<file path="src/rtl/bram_dma_pkg.sv">
// Shared types and constants for the BRAM-to-DMA readback path.
package bram_dma_pkg;

    typedef enum logic [1:0] {
        IDLE  = 2'd0,
        READ  = 2'd1,
        DRAIN = 2'd2
    } state_t;

    localparam int unsigned BYTES_PER_WORD = 4;
    localparam int unsigned ADDR_STEP      = 4;

endpackage

</file>
<file path="src/rtl/bram_rd_fifo.sv">
// Synchronous FIFO holding BRAM read data plus its last tag until the stream accepts it.
module bram_rd_fifo #(
    parameter int unsigned WIDTH = 33,
    parameter int unsigned DEPTH = 4
) (
    input  logic                         clk,
    input  logic                         rst,
    input  logic                         wr_en,
    input  logic [WIDTH-1:0]             wr_data,
    input  logic                         rd_en,
    output logic [WIDTH-1:0]             rd_data,
    output logic [$clog2(DEPTH+1)-1:0]   count,
    output logic                         empty,
    output logic                         full
);

    localparam int unsigned CNT_W = $clog2(DEPTH + 1);
    localparam int unsigned PTR_W = (DEPTH > 1) ? $clog2(DEPTH) : 1;

    logic [WIDTH-1:0] mem [DEPTH];
    logic [PTR_W-1:0] wr_ptr;
    logic [PTR_W-1:0] rd_ptr;
    logic             do_wr;
    logic             do_rd;

    // Depth need not be a power of two, so pointers wrap explicitly.
    function automatic logic [PTR_W-1:0] ptr_inc(input logic [PTR_W-1:0] p);
        return (p == PTR_W'(DEPTH - 1)) ? '0 : p + PTR_W'(1);
    endfunction

    assign do_wr   = wr_en && !full;
    assign do_rd   = rd_en && !empty;
    assign rd_data = mem[rd_ptr];
    assign empty   = (count == '0);
    assign full    = (count == CNT_W'(DEPTH));

    always_ff @(posedge clk or posedge rst) begin
        if (rst) begin
            wr_ptr <= '0;
            rd_ptr <= '0;
            count  <= '0;
        end else begin
            if (do_wr) wr_ptr <= ptr_inc(wr_ptr);
            if (do_rd) rd_ptr <= ptr_inc(rd_ptr);
            case ({do_wr, do_rd})
                2'b10:   count <= count + CNT_W'(1);
                2'b01:   count <= count - CNT_W'(1);
                default: count <= count;
            endcase
        end
    end

    always_ff @(posedge clk) begin
        if (do_wr) mem[wr_ptr] <= wr_data;
    end

endmodule

</file>
<file path="src/rtl/bram_to_dma.sv">
// Reads a contiguous word block from BRAM port A and streams it out as AXI4-Stream,
// issuing reads only when the output FIFO has room for every read in flight.
module bram_to_dma
    import bram_dma_pkg::*;
#(
    parameter int unsigned ADDR_W     = 32,
    parameter int unsigned DATA_W     = 32,
    parameter int unsigned LEN_W      = 12,
    parameter int unsigned RD_LAT     = 1,
    parameter int unsigned FIFO_DEPTH = 4
) (
    input  logic                      clk,
    input  logic                      rst,
    input  logic                      start,
    input  logic [ADDR_W-1:0]         base_addr,
    input  logic [LEN_W-1:0]          len_words,
    output logic                      busy,
    output logic                      done,
    output logic                      clka,
    output logic                      rsta,
    output logic                      ena,
    output logic [ADDR_W-1:0]         addra,
    output logic [DATA_W-1:0]         dina,
    output logic [BYTES_PER_WORD-1:0] wea,
    input  logic [DATA_W-1:0]         douta,
    output logic [DATA_W-1:0]         m_axis_tdata,
    output logic                      m_axis_tvalid,
    input  logic                      m_axis_tready,
    output logic                      m_axis_tlast
);

    localparam int unsigned CNT_W = $clog2(FIFO_DEPTH + 1);
    localparam int unsigned OCC_W = $clog2(FIFO_DEPTH + RD_LAT + 2);

    state_t              state;
    logic [ADDR_W-1:0]   cur_addr;
    logic [LEN_W-1:0]    remaining;
    logic [RD_LAT:0]     pipe_v;
    logic [RD_LAT:0]     pipe_l;
    logic [CNT_W-1:0]    fifo_count;
    logic                fifo_empty;
    logic                fifo_full;
    logic                fifo_wr;
    logic [DATA_W:0]     fifo_rd_data;
    logic                pop;
    logic [OCC_W-1:0]    occ_next;
    logic                credit_ok;

    assign clka = clk;
    assign rsta = rst;
    assign dina = '0;
    assign wea  = '0;

    // Stage 0 of the read pipeline is the enable currently presented to the BRAM.
    assign ena = pipe_v[0];

    assign m_axis_tvalid = !fifo_empty;
    assign m_axis_tdata  = fifo_rd_data[DATA_W-1:0];
    assign m_axis_tlast  = fifo_rd_data[DATA_W];
    assign pop           = m_axis_tvalid && m_axis_tready;
    assign fifo_wr       = pipe_v[RD_LAT] && !fifo_full;

    // Occupancy seen next cycle before any new issue: buffered plus in flight, minus this pop.
    always_comb begin
        occ_next  = OCC_W'(fifo_count) + OCC_W'($countones(pipe_v)) - OCC_W'(pop);
        credit_ok = (occ_next < OCC_W'(FIFO_DEPTH));
    end

    always_ff @(posedge clk or posedge rst) begin
        if (rst) begin
            state     <= IDLE;
            cur_addr  <= '0;
            remaining <= '0;
            pipe_v    <= '0;
            pipe_l    <= '0;
            addra     <= '0;
            busy      <= 1'b0;
            done      <= 1'b0;
        end else begin
            pipe_v <= {pipe_v[RD_LAT-1:0], 1'b0};
            pipe_l <= {pipe_l[RD_LAT-1:0], 1'b0};
            done   <= 1'b0;
            case (state)
                IDLE: begin
                    if (start) begin
                        if (len_words == '0) begin
                            done <= 1'b1;
                        end else begin
                            // FIFO and pipeline are empty in IDLE, so the first read needs no credit check.
                            state     <= READ;
                            busy      <= 1'b1;
                            pipe_v[0] <= 1'b1;
                            pipe_l[0] <= (len_words == LEN_W'(1));
                            addra     <= base_addr;
                            cur_addr  <= base_addr + ADDR_W'(ADDR_STEP);
                            remaining <= len_words - LEN_W'(1);
                        end
                    end
                end
                READ: begin
                    if (remaining == '0) begin
                        state <= DRAIN;
                    end else if (credit_ok) begin
                        pipe_v[0] <= 1'b1;
                        pipe_l[0] <= (remaining == LEN_W'(1));
                        addra     <= cur_addr;
                        cur_addr  <= cur_addr + ADDR_W'(ADDR_STEP);
                        remaining <= remaining - LEN_W'(1);
                    end
                end
                DRAIN: begin
                    // Stay busy through the done cycle, then return to IDLE.
                    if (done) begin
                        state <= IDLE;
                        busy  <= 1'b0;
                    end else if (pop && m_axis_tlast) begin
                        done <= 1'b1;
                    end
                end
                default: begin
                    state <= IDLE;
                    busy  <= 1'b0;
                end
            endcase
        end
    end

    bram_rd_fifo #(
        .WIDTH (DATA_W + 1),
        .DEPTH (FIFO_DEPTH)
    ) u_fifo (
        .clk     (clk),
        .rst     (rst),
        .wr_en   (fifo_wr),
        .wr_data ({pipe_l[RD_LAT], douta}),
        .rd_en   (pop),
        .rd_data (fifo_rd_data),
        .count   (fifo_count),
        .empty   (fifo_empty),
        .full    (fifo_full)
    );

endmodule

</file>
<file path="config.mk">
export PLATFORM = sky130hd
export DESIGN_NAME = bram_to_dma
export DESIGN_NICKNAME = d
export VERILOG_FILES = /design/src/rtl/bram_dma_pkg.sv /design/src/rtl/bram_rd_fifo.sv /design/src/rtl/bram_to_dma.sv
export SDC_FILE = /design/constraint.sdc
export NUM_CORES = 1
export LEC_CHECK = 0
export ABC_CLOCK_PERIOD_IN_PS = 8900
export CAP_MARGIN = 0
export CELL_PAD_IN_SITES_DETAIL_PLACEMENT = 0
export CELL_PAD_IN_SITES_GLOBAL_PLACEMENT = 1
export CORE_MARGIN = 2
export CORE_UTILIZATION = 40
export CTS_CLUSTER_SIZE = 8
export DETAILED_ROUTE_END_ITERATION = 7
export HOLD_SLACK_MARGIN = 0.1
export PLACE_DENSITY_LB_ADDON = 0.1
export SYNTH_ARGS = -nofsm -noshare
export SYNTH_HDL_FRONTEND = slang
export SYNTH_HIERARCHICAL = 1
export SYNTH_SLANG_ARGS = --single-unit
export TNS_END_PERCENT = 1
</file>
<file path="constraint.sdc">
create_clock -name clk -period 8.9 [get_ports clk]
set_clock_uncertainty 0.1 [all_clocks]
set_input_delay 2.225 -clock clk [delete_from_list [all_inputs] [get_ports clk]]
set_output_delay 2.225 -clock clk [all_outputs]
set_load 0.02 [all_outputs]
</file>
Word-level counts from Yosys, hierarchy flattened
Memories as Yosys holds them, arrays and structs flattened.
Cells that the tools add are included.
- order comparisons: 1
- muxes and demuxes: 44
- div/mod/pow operators: 0
- shift-type cells: 0
- equality and inequality tests: 15
- $add $sub $neg: 11
- reduce and logical (&&, ||, !) cells: 16
- bitwise operators: 1
- $mul: 0
- operator list (kind ; number):
    $mux 32 ; 8
    $pmux 32 s2 ; 2
    $add 32x3->32 const B ; 2
    $mux 12 ; 4
    $eq 12x1->1 const B ; 2
    $logic_not 12->1 ; 2
    $pmux 12 s2 ; 1
    $sub 12x1->12 const B ; 2
    $mux 1 ; 17
    $mux 2 ; 6
    $ne 2x2->1 const B ; 6
    $eq 2x2->1 const B ; 4
    $reduce_and 4->1 ; 2
    $pmux 1 s2 ; 3
    $pmux 2 s3 ; 1
    $pmux 3 s2 ; 1
    $logic_and 1x1->1 ; 5
    $reduce_and 5->1 ; 1
    $add 2x1->2 const B ; 2
    $eq 2x1->1 const B ; 2
    $reduce_bool 2->1 ; 2
    $add 3x1->3 const B ; 1
    $add 3x2->3 ; 1
    $eq 3x3->1 const B ; 1
    other kinds (9) ; 10
- register bits after elaboration: 91
- input bits: 80
- memories: 1
- logic and storage cells: 100
- latch bits: 0
- output and inout bits: 107
- RAM bits: 132
- memory bits (read-only): 0
- memories (memory ; depth ; bits a word ; read ports ; clocked after Yosys merged registers in ; wr ports ; line ; source):
    u_fifo.mem ; 4 ; 33 ; 1 ; 0 ; 1 ; bram_rd_fifo.sv:20 ; logic [WIDTH-1:0] mem [DEPTH];

Depth between registers and ports, before layout
Gate-level depths: netlist of the first run.
- word-level depth: 8
- depth in mapped cells: 17
- depth with buffers taken out: 13

Cells and area by module
Netlist of the first run, hierarchy kept.
- modules (own cells, without submodules) (module ; sequential area each (um2) ; area each (um2) ; cells an instance ; times used):
    bram_to_dma ; 2102.0 ; 5574.1 ; 686 ; 1
    bram_rd_fifo ; 4139.0 ; 5267.6 ; 214 ; 1

==> qor.txt, run 1 <==
initial antenna violation count - 0
largest cells by area after synthesis - edfxtp_1 37%, dfrtp_1 21%, mux4_2 5.8%
CORE AREA - 26800 um^2
Worst Hold Class - flip-flop to flip-flop
chip height - 169 um
Seq/Total Area, Yosys - 0.576
net count reported at finish - 1143
Max IR drop VDD - 0.196 mV
total gr overflow - 0
DP HPWL - 16400 um
die width - 169 um
cts repair resizes - 0
Rows - 60
post-synthesis cell type count - 71
CTS tree - done
Async S/R FF share, synth - 0.408
worst-path maximum fanout - 2
Commonest cells post-synth - 132 x edfxtp_1, 91 x dfrtp_1, 87 x nand2_1
pin count of the biggest net entering global routing - 73
via count - 7364
diode count - 0
clock slew at reported path FFs - 50 ps
Remaining DRCs - 0
first-pass GRT wire length - 40400 um
CP Launch Type - clock port
leakage power - 4.96 nW
synthesized instance count - 900
worst path arrival time - 5220 ps
Post-synth EDFFs - 132
critical path capture point type - output pin
Post-CTS Setup Inserts - 0
Routed WL - 25500 um
synthesized cell area - 10800 um^2
setup TNS - 0 ps
CP Class - clock port to output pin
share of layout cells above drive strength 1 - 0.0976
Hold WS - 251 ps
initial core utilization - 0.405
unrepaired setup endpoints after global routing - no
relative slew slack - 0.343
Avg Synthesized Cell Area - 12.0 um^2
largest area contributor in the netlist - edfxtp_1
# fillers - 2423
Hold Buf Count CTS - 0
port bufs - 150
Final GP Congestion - 0.744
vias in the first global route - 7374
P&R area growth vs syn - 23.2%
Synth warnings - 6
# setup viols final - 0
Slew @ Worst Pin - 985 ps
WL/cell - 18.1 um
drt pass-1 iters - 4
Fin. Hold Viols - 0
Post-DRT Antenna Nets - 0
post-synthesis register bit count - 223
First DRT Iteration DRCs - 484
Max-cap violations - 0
top_reg_cell synth - edfxtp_1
Top Ports - 187
count of pins over their slew limit - 0
power per cell area - 379 nW/um^2
Worst EP required - 6580 ps
die area - 28400 um^2
cell with the most instances after synthesis - edfxtp_1
top-area cell type share of the netlist area - 0.366
status - completed
GRT Overall Usage - 0.181
vias per cell - 5.23
worst skew pair latency - 650 ps
flip-flops by register name, summed over array words and instances (netlist names):
signal and flops:
pipe_l 2, pipe_v 2, busy 1, u_fifo/wr_ptr 2
u_fifo/mem 132, u_fifo/rd_ptr 2, remaining 12, cur_addr 32
done 1, u_fifo/count 3, addra 32, state 2
routing by layer:
metal / vias to the layer above / track usage / wire length [um]
met5: - / 0 / 0
met1: 3594 / 0.242 / 11400
met4: 0 / 0.0585 / 403
met2: 176 / 0.299 / 12400
li1: 3569 / - / -
met3: 25 / 0.0334 / 1240
critical path, cell delays in order:
cell and delay [ps]:
clkbuf_16 120, clkbuf_16 120, clkdlybuf4s50_1 520
area by class of cell:
type | count | area [um^2] | area share
Clock buffer | 55 | 936 | 0.0700
Sequential cell | 223 | 6240 | 0.467
Tap cell | 341 | 427 | 0.0319
Clock inverter | 1 | 8.76 | 0.000655
Multi-Input combinational cell | 605 | 4100 | 0.307
Timing Repair Buffer | 158 | 1560 | 0.117
Inverter | 24 | 91.3 | 0.00684
final timing paths:
kind	from	end	slack [ps]	depth (start not counted)
setup / recovery	clk	clka	1360	3
min in group asynchronous	rst	u_fifo/count[0]$_DFFE_PP0P_	1790	2
setup reg to reg	state[0]$_DFFE_PP0P_	cur_addr[10]$_DFFE_PP0P_	4510	11
hold reg to reg	pipe_l[0]$_DFF_PP0_	pipe_l[1]$_DFF_PP0_	250	0
hold / removal	pipe_l[0]$_DFF_PP0_	pipe_l[1]$_DFF_PP0_	250	0
max in group asynchronous	rst	addra[14]$_DFFE_PP0P_	5660	3
kinds of logic after synthesis:
family / Yosys count / share of synthesized area
fa+ha+maj: 16 / 0.0192
compound gates: 199 / 0.111
xor+xnor: 16 / 0.0129
simple gates: 278 / 0.125
other cells: 1 / 0.000346
buf+inv: 107 / 0.0592
flops: 223 / 0.576
mux: 60 / 0.0968
stage by stage:
step	utilization	cell area, um^2	total power [mW]	std cells	setup slack (ps)
3_3_place_gp	0.464	12400	3.99	1352	1620
3_5_place_dp	0.464	12400	4.00	1352	1620
5_1_grt	0.499	13400	5.45	1407	1330
4_1_cts	0.499	13400	5.14	1407	1350
6_report	0.499	13400	5.06	1407	1360
2_1_floorplan	-	11000	3.27	935	1990
placed cells by master (no fill, tap or decap), types with 5 or more instances in the layout:
cell / count
clkdlybuf4s50_1: 150
edfxtp_1: 132
dfrtp_1: 90
nand2_1: 87
nor2_1: 71
a21oi_1: 61
o21ai_0: 60
conb_1: 36
clkbuf_16: 34
nand3_1: 28
mux4_2: 28
nor3_1: 24
inv_1: 22
clkbuf_1: 20
mux2i_1: 17
ha_1: 15
a31oi_1: 11
o21bai_1: 11
xor2_1: 10
a211oi_1: 9
nand2b_1: 9
buf_4: 9
and3_1: 8
o22ai_1: 8
nor4_1: 8
mux2_2: 8
nand4_1: 7
xnor2_1: 6
o21a_1: 6
and2_2: 5
mux4_1: 5
report_power, final:
group	total, mW	switching [mW]	internal [mW]
Sequential	1.65	0.200	1.45
Combinational	2.28	1.37	0.916
Clock	1.13	0.427	0.704
Total	5.06	1.99	3.07
Power figures use the tool's default switching activity.
==> run 2, diff against run 1 <==
--- a/config.mk
+++ b/config.mk
@@ -5,12 +5,12 @@
 export SDC_FILE = /design/constraint.sdc
 export NUM_CORES = 1
 export LEC_CHECK = 0
-export ABC_CLOCK_PERIOD_IN_PS = 8900
+export ABC_CLOCK_PERIOD_IN_PS = 6780
 export CAP_MARGIN = 0
 export CELL_PAD_IN_SITES_DETAIL_PLACEMENT = 0
 export CELL_PAD_IN_SITES_GLOBAL_PLACEMENT = 1
 export CORE_MARGIN = 2
-export CORE_UTILIZATION = 40
+export CORE_UTILIZATION = 39
 export CTS_CLUSTER_SIZE = 8
 export DETAILED_ROUTE_END_ITERATION = 7
 export HOLD_SLACK_MARGIN = 0.1
==> constraint.sdc (replaced) <==
create_clock -name clk -period 6.78 [get_ports clk]
set_clock_uncertainty 0.1 [all_clocks]
set_input_delay 1.695 -clock clk [delete_from_list [all_inputs] [get_ports clk]]
set_output_delay 1.695 -clock clk [all_outputs]
set_load 0.02 [all_outputs]
==> run 2 against run 1 <==
Total power increased by 35%. Design area increased by 1.4%. Hold slack improved by 7.9 ps. First-iteration DRC count increased by 23%. Largest cell class unchanged. Critical endpoint unchanged. Combinational power increased by 32%. Via count increased by 0.11%. Critical path type unchanged.
==> qor.txt, run 2 (synthesized netlist as in run 1, its figures left out) <==
pre-CTS setup slack - 1090 ps (-530 ps)
initial antenna violation count - 0 (unchanged)
port bufs - 150 (unchanged)
initial core utilization - 0.393 (-0.0110)
Hold WS - 259 ps (+7.87 ps)
chip height - 171 um (+1.2%)
worst skew pair latency - 600 ps (-50 ps)
worst path arrival time - 4160 ps (-1060 ps)
power per cell area - 504 nW/um^2 (+33%)
status - completed
share of layout cells above drive strength 1 - 0.102 (+0.00412)
WL/cell - 17.8 um (-1.5%)
pin count of the biggest net entering global routing - 73 (unchanged)
Final GP Congestion - 0.790 (+6.3%)
M1 WL - 12000 um (+5.2%)
Total Power - 6.83 mW (+35%)
Post-CTS Setup Inserts - 0 (unchanged)
unrepaired setup endpoints after global routing - no
die width - 171 um (+1.2%)
CORE AREA - 27600 um^2 (+2.8%)
leakage power - 5.02 nW (+1.2%)
total gr overflow - 0 (unchanged)
Top Ports - 187 (unchanged)
vias in the first global route - 7293 (-1.1%)
Max IR drop VDD - 0.321 mV (+64%)
net count reported at finish - 1145 (+0.17%)
CP Launch Type - clock port
worst-path maximum fanout - 2 (unchanged)
most common cell after layout, fill and taps aside - clkdlybuf4s50_1
drt pass-1 iters - 4 (unchanged)
# setup viols final - 0 (unchanged)
Post-DRT Antenna Nets - 0 (unchanged)
Hold Buf Count CTS - 0 (unchanged)
Worst Hold Class - flip-flop to flip-flop
Max-cap violations - 0 (unchanged)
met3 routed WL - 1360 um (+9.9%)
DP HPWL - 16700 um (+1.5%)
Largest Register - u_fifo/mem
Remaining DRCs - 0 (unchanged)
top sig layer - met4
most frequent cells in the layout - 150 x clkdlybuf4s50_1, 132 x edfxtp_1, 90 x dfrtp_1
biggest regs - u_fifo/mem: 132 flops, addra: 32 flops, cur_addr: 32 flops
GRT Overall Usage - 0.179 (-0.00122)
Worst EP required - 4990 ps (-1590 ps)
critical path capture point type - output pin
Rows - 61 (+1.7%)
max FFs per register - 132 (unchanged)
Routed WL - 25800 um (+1.5%)
count of pins over their slew limit - 0 (unchanged)
metal2 WL - 11900 um (-4.6%)
cts repair resizes - 0 (unchanged)
die area - 29100 um^2 (+2.5%)
first-pass GRT wire length - 40300 um (-0.14%)
Slew @ Worst Pin - 945 ps (-39.9 ps)
P&R area growth vs syn - 25.0%
CTS tree - done
Worst Slack Setup Final - 827 ps (-528 ps)
CP Class - clock port to output pin
relative slew slack - 0.370 (+0.0266)
Fin. Hold Viols - 0 (unchanged)
Util after Layout - 0.492 (-0.00684)
setup TNS - 0 ps (unchanged)
vias per cell - 5.08 (-2.9%)
via count - 7372 (+0.11%)
First DRT Iteration DRCs - 594 (+23%)
clock slew at reported path FFs - 50 ps (about the same)
diode count - 0 (unchanged)
==> run 2: cell types whose count changed in the layout (fill, tap and decap cells not counted), sizes merged <==
cell      delta
clkinvlp     +1
buf          -1
inv          -1
clkinv       +2
clkbuf       +5
==> run 2: area by class of cell <==
type	instances	area (um^2)
Clock buffer	60	1040
Sequential cell	223	6240
Clock inverter	3	40.0
Tap cell	378	473
Fill cell	2492	14000
Inverter	24	91.3
Timing Repair Buffer	157	1560
Multi-Input combinational cell	605	4100
==> run 2: metal layers <==
layer,vias to the layer above,track usage
li1,3576,-
met1,3573,0.245
met5,-,0
met2,185,0.283
met3,38,0.0345
met4,0,0.0717
==> run 2: worst max-delay path, cell delays in order <==
cell             delay [ps]
clkbuf_16               120
clkbuf_16               130
clkdlybuf4s50_1         520
==> run 2: path summary, 6_finish.rpt <==
| check | startpoint | cells past startpoint | endpoint | slack [ps] |
|---|---|---|---|---|
| hold / removal | pipe_l[0]$_DFF_PP0_ | 0 | pipe_l[1]$_DFF_PP0_ | 260 |
| setup reg to reg | u_fifo/count[0]$_DFFE_PP0P_ | 13 | cur_addr[14]$_DFFE_PP0P_ | 2810 |
| min in group asynchronous | rst | 2 | pipe_v[1]$_DFF_PP0_ | 1320 |
| setup / recovery | clk | 3 | clka | 830 |
| max in group asynchronous | rst | 3 | addra[12]$_DFFE_PP0P_ | 4050 |
| hold reg to reg | pipe_l[0]$_DFF_PP0_ | 0 | pipe_l[1]$_DFF_PP0_ | 260 |
==> run 2: report_power, final <==
part           switching (mW)  leakage [nW]  internal, mW
sequential              0.286          2.29          1.90
combinational            1.79          2.22          1.21
clock                   0.600         0.511          1.04
==> run 2: through the flow <==
step / cell area, um^2 / std cells
after global placement: 12500 / 1388
after CTS: 13500 / 1450
after detailed placement: 12500 / 1388
final: 13500 / 1450
after global routing: 13500 / 1450
after floorplan: 11000 / 935
